$ cat src/rtl/regfile_pkg.sv
// Shared types and default geometry for the multi-port integer register file.
// The decode and writeback stages import the same defaults.
package regfile_pkg;

    localparam int RF_XLEN  = 32;
    localparam int RF_NREGS = 32;
    localparam int RF_NRD   = 2;

    typedef enum logic {
        RF_INIT,
        RF_RUN
    } rf_state_e;

endpackage

$ cat src/rtl/regfile_mp_if.sv
// Bus between the pipeline (decode reads / scoreboard set, writeback writes) and the register file.
interface regfile_mp_if
    import regfile_pkg::*;
#(
    parameter int XLEN  = RF_XLEN,
    parameter int NREGS = RF_NREGS,
    parameter int NRD   = RF_NRD
);
    localparam int AW = $clog2(NREGS);

    logic                clr_req;
    logic                ready;
    logic                we;
    logic [AW-1:0]       waddr;
    logic [XLEN-1:0]     wdata;
    logic [NRD*AW-1:0]   rd_addr;
    logic [NRD*XLEN-1:0] rd_data;
    logic [NRD-1:0]      rd_busy;
    logic                sb_set;
    logic [AW-1:0]       sb_addr;

    modport master (
        output clr_req, we, waddr, wdata, rd_addr, sb_set, sb_addr,
        input  ready, rd_data, rd_busy
    );

    modport slave (
        input  clr_req, we, waddr, wdata, rd_addr, sb_set, sb_addr,
        output ready, rd_data, rd_busy
    );

endinterface

$ cat src/rtl/regfile_scoreboard.sv
// Pending-write bit per register with NRD lookup ports; a same-cycle set beats a clear.
// Bit 0 never leaves zero because the x0 register can have no producer.
module regfile_scoreboard #(
    parameter int NREGS = 32,
    parameter int NRD   = 2,
    localparam int AW   = $clog2(NREGS)
) (
    input  logic              clk,
    input  logic              rst_n,
    input  logic              clr,
    input  logic              set_en,
    input  logic [AW-1:0]     set_addr,
    input  logic              clr_en,
    input  logic [AW-1:0]     clr_addr,
    input  logic [NRD*AW-1:0] lk_addr,
    output logic [NRD-1:0]    lk_busy
);

    logic [NREGS-1:0] pending;

    always_ff @(posedge clk or negedge rst_n) begin
        if (!rst_n) begin
            pending <= '0;
        end else if (clr) begin
            pending <= '0;
        end else begin
            for (int i = 1; i < NREGS; i++) begin
                if (set_en && set_addr == AW'(i)) begin
                    pending[i] <= 1'b1;
                end else if (clr_en && clr_addr == AW'(i)) begin
                    pending[i] <= 1'b0;
                end
            end
        end
    end

    for (genvar p = 0; p < NRD; p++) begin : g_lk
        assign lk_busy[p] = pending[lk_addr[p*AW +: AW]];
    end

endmodule

$ cat src/rtl/regfile_mp.sv
// Multi-read-port integer register file with optional write-to-read bypass, hardwired x0,
// pending-write scoreboard and a sequencer that zeroes every entry after reset or clr_req.
module regfile_mp
    import regfile_pkg::*;
#(
    parameter int XLEN   = RF_XLEN,
    parameter int NREGS  = RF_NREGS,
    parameter int NRD    = RF_NRD,
    parameter bit BYPASS = 1'b1
) (
    input  logic        clk,
    input  logic        rst_n,
    regfile_mp_if.slave bus
);

    localparam int AW = $clog2(NREGS);
    localparam logic [AW:0] CNT_FIRST = (AW+1)'(1);
    localparam logic [AW:0] CNT_LAST  = (AW+1)'(NREGS - 1);

    rf_state_e       state;
    logic [AW:0]     cnt;
    logic [XLEN-1:0] mem [NREGS];
    logic            run;
    logic            sb_clr;
    logic            sb_set_en;
    logic            sb_clr_en;
    logic [NRD-1:0]  sb_busy;

    assign run       = (state == RF_RUN);
    assign bus.ready = run;

    always_ff @(posedge clk or negedge rst_n) begin
        if (!rst_n) begin
            state <= RF_INIT;
            cnt   <= CNT_FIRST;
        end else begin
            case (state)
                RF_INIT: begin
                    if (bus.clr_req) begin
                        cnt <= CNT_FIRST;
                    end else if (cnt == CNT_LAST) begin
                        state <= RF_RUN;
                        cnt   <= CNT_FIRST;
                    end else begin
                        cnt <= cnt + CNT_FIRST;
                    end
                end
                RF_RUN: begin
                    if (bus.clr_req) begin
                        state <= RF_INIT;
                        cnt   <= CNT_FIRST;
                    end
                end
                default: begin
                    state <= RF_INIT;
                    cnt   <= CNT_FIRST;
                end
            endcase
        end
    end

    // Entry 0 is never written; reads of x0 are forced to zero instead.
    always_ff @(posedge clk) begin
        if (!run) begin
            mem[cnt[AW-1:0]] <= '0;
        end else if (bus.we && !bus.clr_req && bus.waddr != '0) begin
            mem[bus.waddr] <= bus.wdata;
        end
    end

    assign sb_clr    = !run || bus.clr_req;
    assign sb_set_en = run && bus.sb_set;
    assign sb_clr_en = run && bus.we;

    regfile_scoreboard #(
        .NREGS (NREGS),
        .NRD   (NRD)
    ) u_scoreboard (
        .clk      (clk),
        .rst_n    (rst_n),
        .clr      (sb_clr),
        .set_en   (sb_set_en),
        .set_addr (bus.sb_addr),
        .clr_en   (sb_clr_en),
        .clr_addr (bus.waddr),
        .lk_addr  (bus.rd_addr),
        .lk_busy  (sb_busy)
    );

    for (genvar p = 0; p < NRD; p++) begin : g_rd
        logic [AW-1:0]   addr;
        logic            hit;
        logic            set_here;
        logic [XLEN-1:0] data;

        assign addr     = bus.rd_addr[p*AW +: AW];
        assign hit      = BYPASS && run && bus.we && (bus.waddr == addr);
        assign set_here = bus.sb_set && (bus.sb_addr == addr);

        always_comb begin
            data = '0;
            if (run && addr != '0) begin
                data = hit ? bus.wdata : mem[addr];
            end
        end

        assign bus.rd_data[p*XLEN +: XLEN] = data;
        // A forwarded write retires the producer this cycle unless a new one issues alongside it.
        assign bus.rd_busy[p] = run && sb_busy[p] && !(hit && !set_here);
    end

endmodule

$ cat src/flat_wrapper.sv
// flat-port wrapper written by rule: the top's interface ports become plain ports
module regfile_mp_flat import regfile_pkg::*;
#(
    parameter int XLEN   = RF_XLEN,
    parameter int NREGS  = RF_NREGS,
    parameter int NRD    = RF_NRD,
    parameter bit BYPASS = 1'b1
)
  (clk, rst_n, bus_clr_req, bus_we, bus_waddr, bus_wdata, bus_rd_addr, bus_sb_set, bus_sb_addr, bus_ready, bus_rd_data, bus_rd_busy);
  regfile_mp_if #(.XLEN(XLEN), .NREGS(NREGS), .NRD(NRD)) bus_i ();
  input  logic clk;
  input  logic rst_n;
  input wire logic [$bits(bus_i.clr_req)-1:0] bus_clr_req;
  input wire logic [$bits(bus_i.we)-1:0] bus_we;
  input wire logic [$bits(bus_i.waddr)-1:0] bus_waddr;
  input wire logic [$bits(bus_i.wdata)-1:0] bus_wdata;
  input wire logic [$bits(bus_i.rd_addr)-1:0] bus_rd_addr;
  input wire logic [$bits(bus_i.sb_set)-1:0] bus_sb_set;
  input wire logic [$bits(bus_i.sb_addr)-1:0] bus_sb_addr;
  output wire logic [$bits(bus_i.ready)-1:0] bus_ready;
  output wire logic [$bits(bus_i.rd_data)-1:0] bus_rd_data;
  output wire logic [$bits(bus_i.rd_busy)-1:0] bus_rd_busy;
  assign bus_i.clr_req = bus_clr_req;
  assign bus_i.we = bus_we;
  assign bus_i.waddr = bus_waddr;
  assign bus_i.wdata = bus_wdata;
  assign bus_i.rd_addr = bus_rd_addr;
  assign bus_i.sb_set = bus_sb_set;
  assign bus_i.sb_addr = bus_sb_addr;
  assign bus_ready = bus_i.ready;
  assign bus_rd_data = bus_i.rd_data;
  assign bus_rd_busy = bus_i.rd_busy;
  regfile_mp #(.XLEN(XLEN), .NREGS(NREGS), .NRD(NRD), .BYPASS(BYPASS)) u_core (.clk(clk), .rst_n(rst_n), .bus(bus_i));
endmodule
$ cat config.mk
export PLATFORM = sky130hd
export DESIGN_NAME = regfile_mp_flat
export DESIGN_NICKNAME = d
export VERILOG_FILES = /design/src/rtl/regfile_pkg.sv /design/src/rtl/regfile_mp_if.sv /design/src/rtl/regfile_scoreboard.sv /design/src/rtl/regfile_mp.sv /design/src/flat_wrapper.sv
export SDC_FILE = /design/constraint.sdc
export NUM_CORES = 2
export LEC_CHECK = 0
export CORE_UTILIZATION = 45
export DETAILED_ROUTE_END_ITERATION = 10
export PLACE_DENSITY = 0.6
export SLEW_MARGIN = 30
export SYNTH_ARGS = -nofsm -noshare
export SYNTH_HDL_FRONTEND = slang
export SYNTH_SLANG_ARGS = --single-unit
export TNS_END_PERCENT = 5
$ cat constraint.sdc
create_clock -name clk -period 11 [get_ports clk]
set_clock_uncertainty 0.15 [all_clocks]
set_input_delay 3.3 -clock clk [delete_from_list [all_inputs] [get_ports clk]]
set_output_delay 3.3 -clock clk [all_outputs]
set_load 0.1 [all_outputs]
* Yosys cells after proc, flatten, opt, wreduce, memory -nomap -nowiden
Memories as Yosys holds them, arrays and structs flattened. Index checks and enable logic that the tools add are counted.
Word-level totals: memories kept 1, bits in registers 38, logic and storage cells 312, output and inout port bits 67, RAM bits 1024
Memories:
- u_core.mem | words 32, width 32, rd ports 2, clocked after memory_dff 0, write ports 1, line regfile_mp.sv:22 | logic [XLEN-1:0] mem [NREGS];
Cells by class: add/sub/neg operators 1, equality and inequality tests 68, reduce and logical (&&, ||, !) cells 120, bitwise operators 1, order comparisons 2, mux-type cells 86
Operators by type and width (count):
- 5-bit == test (second input constant) | 32
- 32-bit 2-to-1 mux | 5
- 3-bit nonzero test | 31
- 5-bit by 4-bit == test with 1-bit output (second input constant) | 16
- 1-bit logical AND | 78
- 1-bit 2-to-1 mux | 72
- 5-bit by 3-bit == test with 1-bit output (second input constant) | 8
- 32-bit OR reduction | 1
- 31-bit 2-to-1 mux | 1
- 5-bit by 2-bit == test with 1-bit output (second input constant) | 4
- 5-bit == test | 4
- 6-bit 2-to-1 mux | 3
- 5-bit nonzero test | 3
- 5-bit by 6-bit < comparator with 1-bit output (second input constant) | 2
- 6-bit one-hot mux with 2 select lines | 1
- 1-bit binary-select mux with 5-bit select | 2
- 5-bit by 1-bit == test with 1-bit output (second input constant) | 2
- 6-bit by 1-bit adder with 6-bit output (second input constant) | 1
- 6-bit by 5-bit == test with 1-bit output (second input constant) | 1
- 1-bit logical NOT | 6
- 5-bit 2-to-1 mux | 1
- 2-bit inequality test (second input constant) | 1
- 1-bit one-hot mux with 2 select lines | 1
- 1-bit logical OR | 1
- 1-bit NOT | 1

* Depth between registers and ports, before layout
depth in word-level cells 8, depth in mapped cells 9, gate-level depth less buffers 5

* Modules after synthesis
From an unflattened synthesis, not the netlist that was laid out.
Unflattened totals: cells, all modules 2995, area total of the unflattened synthesis 51747.1 sq um
Modules (own cells, without submodules):
- regfile_mp | cells an instance 2755, area an instance 49688.9 sq um, sequential area each 30925.9 sq um, instances 1
- regfile_scoreboard | cells an instance 240, area an instance 2058.2 sq um, sequential area each 775.7 sq um, instances 1

* Worst setup path after synthesis
OpenSTA, ideal clock, no wires.
kind input to output, start input bus_rd_addr[5], end output bus_rd_busy[1], data arrival time 7412 ps, path slack 138 ps, path buffers 4, stages on the path 8, cells stage by stage buf_4 > buf_2 > buf_4 > buf_4 > xor2_1 > nor4_1 > a31oi_1 > nor4_1
Between the ends: word-level cells in the longest chain between the ends 6, elaborated cells between the ends (all ways) 11, classes of those cells eq/ne (2); mux (2); reduce/logical (7)
RTL lines:
- from (decl) | line flat_wrapper.sv:17 | input wire logic [$bits(bus_i.rd_addr)-1:0] bus_rd_addr;
- branches (longest 5 deep; another with 1-bit binary-select mux with 5-bit select)
- 1-bit logical AND (*) | line regfile_mp.sv:109 | assign bus.rd_busy[p] = run && sb_busy[p] && !(hit && !set_here);
- to (decl) | line flat_wrapper.sv:22 | output wire logic [$bits(bus_i.rd_busy)-1:0] bus_rd_busy;
Every way passes the cells marked *. The select of a mux whose other input is x is not followed.

* Worst setup path in the final report
start input bus_waddr[3], end output bus_rd_data[32]
Between the ends: word-level cells in the longest chain between the ends 4
RTL lines:
- from (decl) | line flat_wrapper.sv:15 | input wire logic [$bits(bus_i.waddr)-1:0] bus_waddr;
- 5-bit == test | line regfile_mp.sv:97 | assign hit = BYPASS && run && bus.we && (bus.waddr == addr);
- 1-bit logical AND | line regfile_mp.sv:97
- 32-bit 2-to-1 mux | line regfile_mp.sv:103 | data = hit ? bus.wdata : mem[addr];
- 32-bit 2-to-1 mux | line regfile_mp.sv:102 | if (run && addr != '0) begin
- to (decl) | line flat_wrapper.sv:21 | output wire logic [$bits(bus_i.rd_data)-1:0] bus_rd_data;
Every way passes these cells.

==> qor.yml <==
status:
  status: "finished clean"
cts:
  cts_max_path_buffers: 3
  hold_buffers: 0
  clk_latency_ns: 0.70
  cts_root_buffer: "clkbuf_16"
  htreeDepth: 3
  cts_made_buffers: 113
  cts_sinks: 1062
  cts_resized: 0
  post-cts-setup-buffers: 0
  clk_pin_slew_ns: 0.06
  cts_tree: "yes"
final_layout:
  fill_cells: 9017
  utilization: 0.5194
  area.growth.synth_to_final_pct: 14.12
  fin_area_um2: 58600
  fin_nets: 3227
  drive_above_1_share: 0.2294
  layout_common_cells: "edfxtp_1, mux2i_1, mux4_2"
  final_common_cell: "edfxtp_1"
hold_path:
  worstHoldPathCells: 2
  hp-start: "u_core.u_scoreboard.pending[12]"
  hold-path-endpoint: "u_core.u_scoreboard.pending[12]"
  min_path_type: "register to register"
yosys:
  synthArstFlopShare: 0.03578
  synthSimpleGateAreaFrac: 0.03299
  synth_xor_xnor_area_share: 0.003753
  yosys_warnings: 0
  muxShareOfSynthArea: 0.2240
  synth_top_family_by_area: "multiplexers"
  synth_nets: 3157
  synth_cells: 3099
  synth_area_um2: 51350
  avgSynthCellArea_um2: 16.57
  synth_adder_area_share: 0.0002437
  synth_compound_area_frac: 0.09530
  synth_flop_cell: "edfxtp_1"
  ys_seq_elements: 1062
  yosysSeqAreaShare: 0.6174
  synth_edf_count: 1024
  ys_types: 63
routing:
  drcViolationCount: 0
  final_antenna_net_count: 0
  via_count: 32680
  dr.pass1.iters: 6
  routed_wl_um: 164800
  drt-initial-drc-count: 4000
  viasPerCell: 6.864
  wire_per_inst_um: 34.61
critical_path:
  cp_cell_sequence: "clkdlybuf4s50_1 > xnor2_1 > nand4_1 > o311ai_1 > clkinv_2 > a221o_1 > buf_12"
  timing.rr.start: "u_core.bus.ready"
  worst_ep_arrival_time_ns: 6.66
  r2r_cells: 7
  crit_family: "buffers and inverters"
  crit_required_ns: 7.55
  critPathLaunchType: "input port"
  endpoint_kind: "output port"
  rrSetupSlack_ns: 6.12
  critical_path_class: "input port to output port"
  crit_path_top_delay_cell: "clkdlybuf4s50_1"
  cp_num_buf_inv: 3
  reg2reg_to: "u_core.mem[1][12]"
  slowest_delay_ns: 0.80
  crit_fanout: 31
sta:
  tightest_slew_ns: 1.041
  hold_viol: 0
  rsz0062_at_grt: "false"
  period_minus_slack_ns: 10.11
  final_max_slew_viol_count: 0
  setup_tns_ns: 0
  finalCritPeriodShare: 0.9189
  fmax_mhz: 98.94
  max-slew-margin-rel: 0.3062
  setup_viol: 0
placed_design:
  place_area_um2: 55090
  gp_congestion: 0.8777
  io_buffers: 123
  place_hpwl_um: 93390
floorplanning:
  start_util: 0.4552
  die_h_um: 339.8
  die_w_um: 339.8
  dieArea_um2: 115500
  pin_count: 124
  core_um2: 112800
  std_cell_rows: 123
grt:
  grt_pass1_wl_um: 236100
  grt_max_degree: 129
  antenna_found_initial: 5
  globalRouteOverflowTotal: 0
  grt_usage: 0.2831
  first_global_vias: 33300
pwr:
  ir_drop_uv: 123.0
  power_mw: 8.824
  p_leak_nw: 18.21
  power_per_cell_area_nw_per_um2: 150.6
run:
  timing.max_cap.violations: 0
## cell families after synthesis
kind of cell,after synthesis
DFF,1062
muxes,725
AOI/OAI and AO/OA,696
and+or+nand+nor,322
buffers and inverters,271
xor gates and xnor gates,22
adders and majority gates,1
## registers in the layout, indices dropped and copies added, names as in the netlist
signal and cells:
u_core.u_scoreboard.pending 31, u_core.mem 1024, u_core.bus.ready 1, u_core.cnt 6
## metal layers
metal  up-vias  routed length (um)  global-route usage
met4         2                5832              0.1033
met2      1820               80590              0.4664
li1      13140                   -                   -
met3       343               13940             0.04363
met1     17370               64410              0.3811
met5         -                  13                   0
## cells in the mapped netlist (31+ instances only)
library cell,n,area (um^2)
nor2_1,56,210.2
or3b_1,31,271.5
o21ai_1,32,160.2
clkbuf_1,140,525.5
mux2i_1,383,3834
mux4_2,339,7635
o22a_1,31,271.5
o211ai_1,31,232.7
and2_1,63,394.1
a21oi_1,162,810.8
edfxtp_1,1024,30750
nand2_1,107,401.6
o21ai_0,97,485.5
a22oi_1,63,473.0
dfrtp_1,37,925.9
a22o_1,32,280.3
buf_2,51,255.2
a21boi_1,31,232.7
a221oi_1,159,1393
a221o_1,33,330.3
buf_4,36,270.3
## worst max path at each step
stage                    from               to  slack [ns]  cells past startpoint
2_1_floorplan  bus_rd_addr[5]   bus_rd_busy[1]        0.14                      8
6_report         bus_waddr[3]  bus_rd_data[32]        0.89                      7
3_3_place_gp     bus_waddr[3]  bus_rd_data[52]        1.12                      8
5_1_grt          bus_waddr[3]  bus_rd_data[32]        0.73                      7
3_5_place_dp     bus_waddr[3]  bus_rd_data[38]        1.08                      8
4_1_cts          bus_waddr[3]  bus_rd_data[38]        1.06                      8
## power breakdown
group	leakage, nW	switching [mW]	internal (mW)
sequential	8.60	0.0323	4.45
combinational	7.91	0.437	0.259
clock	1.70	1.59	2.05
total	18.2	2.06	6.76
## metrics by stage
stage                     hold WS, ns  setup WS [ns]  instances
after CTS                      0.4129          1.055       4760
after detailed placement       0.4049          1.080       4554
final                          0.4168         0.8924       4761
after global placement         0.3923          1.122       4552
after floorplan                0.3760         0.1378       3099
after global routing           0.4442         0.7308       4760
## worst reg2reg max path: cells and delay by family, from the launching register on
| family | cells | cell delay [ns] |
|---|---|---|
| AOI/OAI and AO/OA | 2 | 0.83 |
| buffers and inverters | 3 | 1.44 |
| DFF | 1 | 0.73 |
| and+or+nand+nor | 2 | 1.32 |
## final cells by class
type / instances / area, um^2 / area share
multi-input cells: 1766 / 18690 / 0.3189
clock inverters: 63 / 525.5 / 0.008968
clock buffers: 143 / 2940 / 0.05018
flip-flops and latches: 1062 / 31700 / 0.5410
diodes: 1 / 2.502 / 0.00004270
inverters: 11 / 48.80 / 0.0008327
well taps: 1500 / 1877 / 0.03203
repair buffers: 215 / 2813 / 0.04800
Note: power is estimated with default switching activity, not from simulation.
